## src/rtl/key_matrix_scan_pkg.sv

```systemverilog
// key_pkg: shared keypad constants, key code type and bit-vector helpers.
package key_pkg;
    localparam int KEY_ROWS = 4;
    localparam int KEY_COLS = 4;

    typedef logic [3:0] key_code_t;

    function automatic key_code_t onehot16_to_code(input logic [15:0] v);
        key_code_t c;
        c = '0;
        for (int i = 0; i < 16; i++) c = v[i] ? 4'(i) : c;
        return c;
    endfunction

    function automatic logic popcount_is_one(input logic [15:0] v);
        return (v != '0) && ((v & (v - 16'd1)) == '0);
    endfunction
endpackage

```

## src/rtl/key_matrix_scan_if.sv

```systemverilog
// key_matrix_scan_if: keypad pins plus committed key event outputs.
interface key_matrix_scan_if;
    import key_pkg::*;
    logic [3:0] key_col;
    logic [3:0] key_row;
    key_code_t  key_code;
    logic       key_valid;
    logic       key_down;
    modport master (input key_col, output key_row, key_code, key_valid, key_down);
    modport slave  (output key_col, input key_row, key_code, key_valid, key_down);
endinterface

```

## src/rtl/key_matrix_scan_tick.sv

```systemverilog
// scan_tick_gen: free-running dwell counter, tick on its terminal count.
module scan_tick_gen #(
    parameter int unsigned SCAN_TICK = 50_000
) (
    input  logic sys_clk,
    input  logic sys_rst,
    output logic tick
);
    localparam int W = $clog2(SCAN_TICK);
    logic [W-1:0] cnt_q, cnt_d;

    always_comb begin
        tick  = cnt_q == W'(SCAN_TICK - 1);
        cnt_d = tick ? '0 : cnt_q + 1'b1;
    end

    always_ff @(posedge sys_clk) begin
        if (sys_rst) cnt_q <= '0;
        else         cnt_q <= cnt_d;
    end
endmodule

```

## src/rtl/key_matrix_scan.sv

```systemverilog
// key_matrix_scan: 4x4 keypad row scanner with frame-level debounce and press events.
module key_matrix_scan
    import key_pkg::*;
#(
    parameter int unsigned SCAN_TICK    = 50_000,
    parameter int unsigned DEBOUNCE_CNT = 20
) (
    input  logic               sys_clk,
    input  logic               sys_rst,
    key_matrix_scan_if.master  kif
);
    localparam int SW = $clog2(DEBOUNCE_CNT + 1);

    logic            tick, frame_end, same, commit;
    logic [1:0]      row_q, row_d;
    logic [15:0]     snap_q, snap_d, last_q, last_d, state_q, state_d;
    logic [SW-1:0]   stable_q, stable_d;
    key_code_t       code_q, code_d;
    logic            valid_q, valid_d, down_q, down_d;

    scan_tick_gen #(.SCAN_TICK(SCAN_TICK)) u_tick (
        .sys_clk (sys_clk),
        .sys_rst (sys_rst),
        .tick    (tick)
    );

    always_comb begin
        snap_d = snap_q;
        if (tick) snap_d[{row_q, 2'b00} +: 4] = ~kif.key_col;
        row_d     = row_q + 2'(tick);
        frame_end = tick && (row_q == 2'd3);
        same      = snap_d == last_q;
        // Commit only on the frame that completes the stable window.
        commit    = frame_end && same && (stable_q == SW'(DEBOUNCE_CNT - 1)) && (last_q != state_q);
        last_d    = (frame_end && !same) ? snap_d : last_q;
        stable_d  = !frame_end ? stable_q :
                    !same ? '0 :
                    (stable_q == SW'(DEBOUNCE_CNT)) ? stable_q : stable_q + 1'b1;
        state_d   = commit ? last_q : state_q;
        valid_d   = commit && popcount_is_one(last_q) && (state_q == '0);
        code_d    = valid_d ? onehot16_to_code(last_q) : code_q;
        down_d    = |state_d;
    end

    always_ff @(posedge sys_clk) begin
        if (sys_rst) begin
            row_q    <= '0;
            snap_q   <= '0;
            last_q   <= '0;
            state_q  <= '0;
            stable_q <= '0;
            code_q   <= '0;
            valid_q  <= 1'b0;
            down_q   <= 1'b0;
        end else begin
            row_q    <= row_d;
            snap_q   <= snap_d;
            last_q   <= last_d;
            state_q  <= state_d;
            stable_q <= stable_d;
            code_q   <= code_d;
            valid_q  <= valid_d;
            down_q   <= down_d;
        end
    end

    assign kif.key_row   = ~(4'b0001 << row_q);
    assign kif.key_code  = code_q;
    assign kif.key_valid = valid_q;
    assign kif.key_down  = down_q;
endmodule
```

## src/flat_wrapper.sv

```systemverilog
// flat-port wrapper written by rule: the top's interface ports become plain ports
module key_matrix_scan_flat import key_pkg::*;
#(
    parameter int unsigned SCAN_TICK    = 50_000,
    parameter int unsigned DEBOUNCE_CNT = 20
)
  (sys_clk, sys_rst, kif_key_col, kif_key_row, kif_key_code, kif_key_valid, kif_key_down);
  key_matrix_scan_if kif_i ();
  input  logic sys_clk;
  input  logic sys_rst;
  input wire logic [$bits(kif_i.key_col)-1:0] kif_key_col;
  output wire logic [$bits(kif_i.key_row)-1:0] kif_key_row;
  output wire logic [$bits(kif_i.key_code)-1:0] kif_key_code;
  output wire logic [$bits(kif_i.key_valid)-1:0] kif_key_valid;
  output wire logic [$bits(kif_i.key_down)-1:0] kif_key_down;
  assign kif_i.key_col = kif_key_col;
  assign kif_key_row = kif_i.key_row;
  assign kif_key_code = kif_i.key_code;
  assign kif_key_valid = kif_i.key_valid;
  assign kif_key_down = kif_i.key_down;
  key_matrix_scan #(.SCAN_TICK(SCAN_TICK), .DEBOUNCE_CNT(DEBOUNCE_CNT)) u_core (.sys_clk(sys_clk), .sys_rst(sys_rst), .kif(kif_i));
endmodule
```

## config.mk

```make
export PLATFORM = sky130hd
export DESIGN_NAME = key_matrix_scan_flat
export DESIGN_NICKNAME = d
export VERILOG_FILES = /design/src/rtl/key_matrix_scan_pkg.sv /design/src/rtl/key_matrix_scan_if.sv /design/src/rtl/key_matrix_scan_tick.sv /design/src/rtl/key_matrix_scan.sv /design/src/flat_wrapper.sv
export SDC_FILE = /design/constraint.sdc
export NUM_CORES = 1
export LEC_CHECK = 0
export ABC_AREA = 1
export CAP_MARGIN = 20
export CELL_PAD_IN_SITES_DETAIL_PLACEMENT = 1
export CELL_PAD_IN_SITES_GLOBAL_PLACEMENT = 2
export CORE_MARGIN = 2
export CORE_UTILIZATION = 35
export CTS_BUF_LIST = sky130_fd_sc_hd__clkbuf_8
export CTS_CLUSTER_DIAMETER = 80
export DETAILED_ROUTE_END_ITERATION = 10
export PLACE_DENSITY = 0.79
export SYNTH_ARGS = -nofsm -noshare
export SYNTH_HDL_FRONTEND = slang
export SYNTH_HIERARCHICAL = 1
export SYNTH_SLANG_ARGS = --single-unit
```

## constraint.sdc

```tcl
create_clock -name sys_clk -period 3.7 [get_ports sys_clk]
set_input_delay 0.37 -clock sys_clk [delete_from_list [all_inputs] [get_ports sys_clk]]
set_output_delay 0.37 -clock sys_clk [all_outputs]
set_load 0.03 [all_outputs]
```

[Yosys cells after proc, flatten, opt, wreduce, memory -nomap -nowiden]
Index checks and enable logic that the tools add are counted.
Cells by class
  $add $sub $neg: 5
  eq/ne operators: 7
  shift-type cells: 3
  mux-type cells: 20
  bitwise gates (word level): 3
  reduce and logical (&&, ||, !) cells: 15
Operators by type and width (count)
  two-way mux 4 bit: 14
  zero test 16 bit: 2
  two-way mux 16 bit: 2
  adder 16 x 1 -> 16 bit, second input constant: 1
  AND 16 bit: 1
  bitwise mux 16 bit: 1
  == test 16 bit: 1
  == test 16 bit, second input constant: 1
  != test 16 bit: 1
  nonzero test 16 bit: 1
  OR reduction 16 bit: 1
  variable shift 4 x 6 -> 16 bit, first input constant: 1
  variable part select 4 x 6 -> 16 bit: 1
  subtractor 16 x 1 -> 16 bit, second input constant: 1
  == test 5 bit, second input constant: 2
  two-way mux 5 bit: 2
  logical AND 1 bit: 8
  inverter 4 bit: 2
  negator 4 -> 6 bit: 1
  adder 5 x 1 -> 5 bit, second input constant: 1
  left shift 1 x 2 -> 4 bit, first input constant: 1
  adder 2 x 1 -> 2 bit: 1
  == test 2 bit, second input constant: 1
  != test 2 bit, second input constant: 1
  other kinds (4): 4
Storage, ports and cells
  register bits: 77
  input bits: 6
  output and inout bits: 10
  logic and storage cells: 62

[Depth between registers and ports, before layout]
  depth after elaboration: 15
  mapped depth: 23
  mapped depth without buffers: 22

[Modules after synthesis]
The synthesis kept the hierarchy.
By module, submodules not included
  key_matrix_scan: instances 1, cells each 540, area each 3382.0 um^2, seq. area each 1221.2 um^2
  scan_tick_gen: instances 1, cells each 130, area each 859.6 um^2, seq. area each 320.3 um^2

[Worst setup path before layout]
OpenSTA, ideal clock, no wires.
  path kind: register to register
  from: register u_core.u_tick.cnt_q[0]
  to: register u_core.stable_q[4]
  setup time: 132 ps
  arrival time: 2844 ps
  required time: 3568 ps
  setup slack: 724 ps
  stages on the path, launching flop included: 20
  buffers on the path: 1
  period minus slack after synthesis: 2976 ps
  cell sequence: dfxtp_1 > ha_1 > nand3_1 > or2_2 > nor2_1 > nand2_1 > nor2_2 > nand2_1 > nand3_1 > nand2_1 > nor2_1 > nand2_1 > nor2_2 > and2_1 > buf_2 > nor2_1 > nor2_2 > inv_1 > nand3b_1 > a21oi_1
Between the ends
  longest elaborated chain between the ends: 5
  elaborated cells on any way between the ends: 7
  those cells by class: eq/ne (3); mux (2); reduce/logical (2)
RTL lines
  from (decl): RTL line key_matrix_scan_tick.sv:10  | logic [W-1:0] cnt_q, cnt_d;
  from (signal assigned): RTL line key_matrix_scan_tick.sv:19  | else cnt_q <= cnt_d;
  == test 16 bit *: RTL line key_matrix_scan_tick.sv:13  | tick = cnt_q == W'(SCAN_TICK - 1);
  net u_core.tick: RTL line key_matrix_scan.sv:14  | logic tick, frame_end, same, commit;
  two-way mux 16 bit: RTL line key_matrix_scan.sv:29  | if (tick) snap_d[{row_q, 2'b00} +: 4] = ~kif.key_col;
  == test 16 bit: RTL line key_matrix_scan.sv:32  | same = snap_d == last_q;
  != test 2 bit (no line)
  AND reduction 2 bit (no line)
  to (signal assigned): RTL line key_matrix_scan.sv:60  | stable_q <= stable_d;
  to (decl): RTL line key_matrix_scan.sv:17  | logic [SW-1:0] stable_q, stable_d;
The timed path passes the listed nets; every way through them passes the cells marked *.
A chain may end at the register's enable or synchronous reset.

[Final worst setup path]
  from: register u_core.u_tick.cnt_q[0]
  to: register u_core.code_q[3], in the netlist u_core/kif.key_code[3]
Between the ends
  longest elaborated chain between the ends: 8
  elaborated cells on any way between the ends: 9
  those cells by class: eq/ne (2); mux (1); reduce/logical (6)
RTL lines
  == test 16 bit *: RTL line key_matrix_scan_tick.sv:13
  net u_core.tick: RTL line key_matrix_scan.sv:14
  two-way mux 16 bit: RTL line key_matrix_scan.sv:29
  == test 16 bit: RTL line key_matrix_scan.sv:32
  logical AND 1 bit * (3 in a row): RTL line key_matrix_scan.sv:34  | commit = frame_end && same && (stable_q == SW'(DEBOUNCE_CNT - 1)) && (last_q != state_q);
  logical AND 1 bit * (2 in a row): RTL line key_matrix_scan.sv:40  | valid_d = commit && popcount_is_one(last_q) && (state_q == '0);
  to (signal assigned): RTL line key_matrix_scan.sv:61  | code_q <= code_d;
  to (decl): RTL line key_matrix_scan.sv:18  | key_code_t code_q, code_d;
Marks and branches as above.

==> key figures <==
Setup path
  – Arrival time of the worst setup path: ~3.5 ns
  – Highest net fanout along the worst path: 20
  – Endpoint class of the critical path: flop
  – Startpoint class of the critical path: flop
  – Kind of critical path: reg2reg
  – Worst Path Required: just under 4 ns

Global routing
  – Global-route track usage on met1: around 29%
  – Met2 Usage GRT: around a third
  – Global-route wire length before repair: 22200 um
  – Number of antenna violations at the first check in global routing: 0
  – Largest net degree at the start of global routing: between 40 and 50
  – Total routing usage reported by global routing: a little over a fifth
  – Via count of the first global-routing pass: about 4500
  – Final global-route overflow total: 0
  – Grt peak-use layer: met2
  – Met3 Track Usage GR: 4.02%

Power and ir drop
  – Power per cell area: ~330 nW/um2
  – Worst supply voltage drop on vdd: around 170 uV
  – Leakage dissipation: 2.10 nW

Yosys
  – Yosys warning total: 6
  – Count of flip-flops with a built-in enable after synthesis: 0
  – Number of synthesized register bits: between 70 and 80
  – Main synth FF type: sky130_fd_sc_hd__dfxtp_1
  – Mean instance size in the synthesized netlist: 6.33 um2
  – Syn nets: 685
  – Post-synthesis instance area: between 4000 and 5000 um2
  – Post-Synthesis Cells: 670
  – Sequential cell area fraction in the yosys report: a little over a third
  – Post-synthesis async set-or-reset flop share: 0%
  – Count of different cell masters after synthesis: 35

Drt
  – Residual antenna-violating net count after detailed routing: 0
  – Detailed-route via count: 4300
  – Ratio of routed vias to standard cells: ~5.1
  – DRC: 0
  – Final wirelength: 13300 um
  – Detailed-route wire length per cell: 15.8 um
  – Number of detailed-routing iterations run before antenna repair: 4
  – Starting DRT DRC Count: ~260

Clock network
  – Number of instances resized during post-cts repair: 0
  – Post-CTS setup repair buffer count: 0
  – Total CTS buffers: 9
  – Clock-pin slew on the worst setup and hold paths: ~0.080 ns
  – Clock tree from TritonCTS: built
  – Worst-Skew Late Latency: between 0.3 and 0.4 ns
  – Max Root-Sink Buffers: 2
  – Cell at the root of the clock tree: sky130_fd_sc_hd__clkbuf_8
  – Hold buffers post-CTS: 0
  – Count of clock tree sinks: 77
  – H-Tree Level Count: 3

Cells and area
  – Fraction of final layout cells sized beyond drive strength 1: just over 6%
  – Final antenna diode count: 0
  – Filler cell count in the final layout: approximately 1600
  – Number of standard cells in the final layout excluding fillers: 841
  – Layout area overhead: 12.9%
  – Utilization of the core after routing: between 40% and 50%
  – Layout net count: approximately 710

Die
  – Effective utilization at floorplan: 35.6%
  – Die width: approximately 110 um
  – Full die area: around 13000 um2
  – Number of standard-cell rows in the floorplan: 40
  – Io pins: 16
  – Height of the die: 114 um
  – Core Area: 11900 um2

Place
  – Port Buffer Count: 15
  – Instance count after placement with tap cells included: about 830
  – DP Worst Slack: around 0.17 ns
  – HPWL after detailed placement: a little over 10000 um
  – GPL Wtd Cong: slightly below 0.8

Run status
  – Run status: complete, no violations

Timing
  – Final Hold Fails: 0
  – Slew at the pin closest to its max-slew limit: 0.555 ns
  – Relative slew slack: between 60% and 70%
  – Worst clock skew: 0.0150 ns
  – Worst path setup slack after routing: between 0.4 and 0.5 ns
  – Count of final setup violators: 0
  – Final sum of negative setup slack: 0 ns
  – Tmin final: 3.28 ns
  – Setup repair after global routing missed its margin: false
  – Share of the cycle needed by the critical path after routing: between 80% and 90%
  – Number of pins exceeding their max-slew limit in the final report: 0
  – Peak clock frequency supported by timing: 305 MHz

Hold path
  – Worst Hold Class: reg2reg

Job
  – Max-capacitance violation count: 0
sequential cells by signal, indices dropped and copies added, names as in the netlist:
| register | flops |
|---|---|
| u_core/snap_q | 16 |
| u_core/state_q | 16 |
| u_core/kif.key_down | 1 |
| u_core/stable_q | 5 |
| u_core/kif.key_code | 4 |
| u_core/row_q | 2 |
| u_core/u_tick/cnt_q | 16 |
| u_core/last_q | 16 |
| u_core/kif.key_valid | 1 |
power by group:
part | internal, mW | switching [mW]
registers | 0.831 | 0.00271
clock network | 0.371 | 0.321
logic | 0.0108 | 0.0233
cell families after synthesis:
logic type	after synthesis	share of synthesized area, %
and+or+nand+nor	396	39.9
buffers and inverters	95	8.85
AOI/OAI and AO/OA	87	11.0
DFF	77	36.3
adders and majority gates	9	2.65
xor gates and xnor gates	6	1.24
metal layers:
metal / part of all wire (%) / up-vias / wire length (um)
met5: 0 / - / 0
met4: 1.9 / 0 / 259
met3: 3.4 / 14 / 457
met2: 45 / 48 / 5990
met1: 50 / 2046 / 6580
li1: - / 2192 / -
cell type report:
cell class / count / area [um2] / area share [%]
inverters: 80 / 303 / 6.32
multi-input cells: 498 / 2340 / 48.8
repair buffers: 24 / 218 / 4.54
clock buffers: 9 / 124 / 2.59
clock inverters: 6 / 81.3 / 1.70
well taps: 147 / 184 / 3.84
flip-flops and latches: 77 / 1540 / 32.2
cell usage after synthesis, types with 3 or more instances:
library cell               number  area (um2)
sky130_fd_sc_hd__inv_1         77         289
sky130_fd_sc_hd__nand2_1      211         792
sky130_fd_sc_hd__nand3_1       36         180
sky130_fd_sc_hd__nor2_1        91         342
sky130_fd_sc_hd__o22ai_1        3        18.8
sky130_fd_sc_hd__buf_2          6        30.0
sky130_fd_sc_hd__nor3_1         7        35.0
sky130_fd_sc_hd__xor2_1         4        35.0
sky130_fd_sc_hd__nand2_2        3        18.8
sky130_fd_sc_hd__nor2_2         6        37.5
sky130_fd_sc_hd__nand4_1       30         188
sky130_fd_sc_hd__o21ai_1        4        20.0
sky130_fd_sc_hd__clkbuf_1       7        26.3
sky130_fd_sc_hd__o32ai_1        4        35.0
sky130_fd_sc_hd__a21oi_1       45         225
sky130_fd_sc_hd__ha_1           9         113
sky130_fd_sc_hd__inv_2          3        11.3
sky130_fd_sc_hd__dfxtp_1       77        1540
sky130_fd_sc_hd__o21ai_0       27         135
placed cells by master (no fill, tap or decap), types with 5 or more instances in the layout:
cell,netlist,final
sky130_fd_sc_hd__nor3_1,7,7
sky130_fd_sc_hd__dfxtp_1,77,77
sky130_fd_sc_hd__nand2_1,211,209
sky130_fd_sc_hd__ha_1,9,9
sky130_fd_sc_hd__nor2_1,91,89
sky130_fd_sc_hd__inv_1,77,79
sky130_fd_sc_hd__buf_4,0,9
sky130_fd_sc_hd__nor2_2,6,7
sky130_fd_sc_hd__clkbuf_8,0,9
sky130_fd_sc_hd__o21ai_0,27,27
sky130_fd_sc_hd__nand3_1,36,36
sky130_fd_sc_hd__clkdlybuf4s50_1,0,15
sky130_fd_sc_hd__a21oi_1,45,45
sky130_fd_sc_hd__nand4_1,30,30
sky130_fd_sc_hd__nand2_2,3,5
critical path, cell delays in order (launching register included):
cell and delay (ns):
sky130_fd_sc_hd__dfxtp_1 0.39, sky130_fd_sc_hd__ha_1 0.20, sky130_fd_sc_hd__nand3_1 0.10, sky130_fd_sc_hd__or2_2 0.32, sky130_fd_sc_hd__nor2_4 0.19, sky130_fd_sc_hd__nand2_1 0.17, sky130_fd_sc_hd__nor2_2 0.21, sky130_fd_sc_hd__nand2_1 0.12
sky130_fd_sc_hd__nand3_1 0.09, sky130_fd_sc_hd__nand2_1 0.05, sky130_fd_sc_hd__nor2_1 0.10, sky130_fd_sc_hd__nand2_1 0.08, sky130_fd_sc_hd__nor2_2 0.17, sky130_fd_sc_hd__nand3_1 0.10, sky130_fd_sc_hd__buf_4 0.22, sky130_fd_sc_hd__nor3_4 0.31
sky130_fd_sc_hd__inv_2 0.09, sky130_fd_sc_hd__o21ai_0 0.19, sky130_fd_sc_hd__nor2_1 0.06
path summary, 6_finish.rpt:
check                         start                      to  slack [ns]  cells after the start
max          u_core/u_tick/cnt_q[0]  u_core/kif.key_code[3]        0.42                     18
min          u_core/u_tick/cnt_q[0]  u_core/u_tick/cnt_q[0]        0.47                      1
max reg2reg  u_core/u_tick/cnt_q[0]  u_core/kif.key_code[3]        0.42                     18
min reg2reg  u_core/u_tick/cnt_q[0]  u_core/u_tick/cnt_q[0]        0.47                      1
metrics by stage:
step	hold slack, ns	cell area [um2]	power (mW)
global route	0.517	4790	1.63
finish	0.471	4790	1.56
global placement	0.441	4570	0.886
floorplan	0.430	4240	0.874
detailed placement	0.453	4570	0.887
CTS	0.473	4770	1.59
No activity file was read; power rests on OpenSTA's default activity.
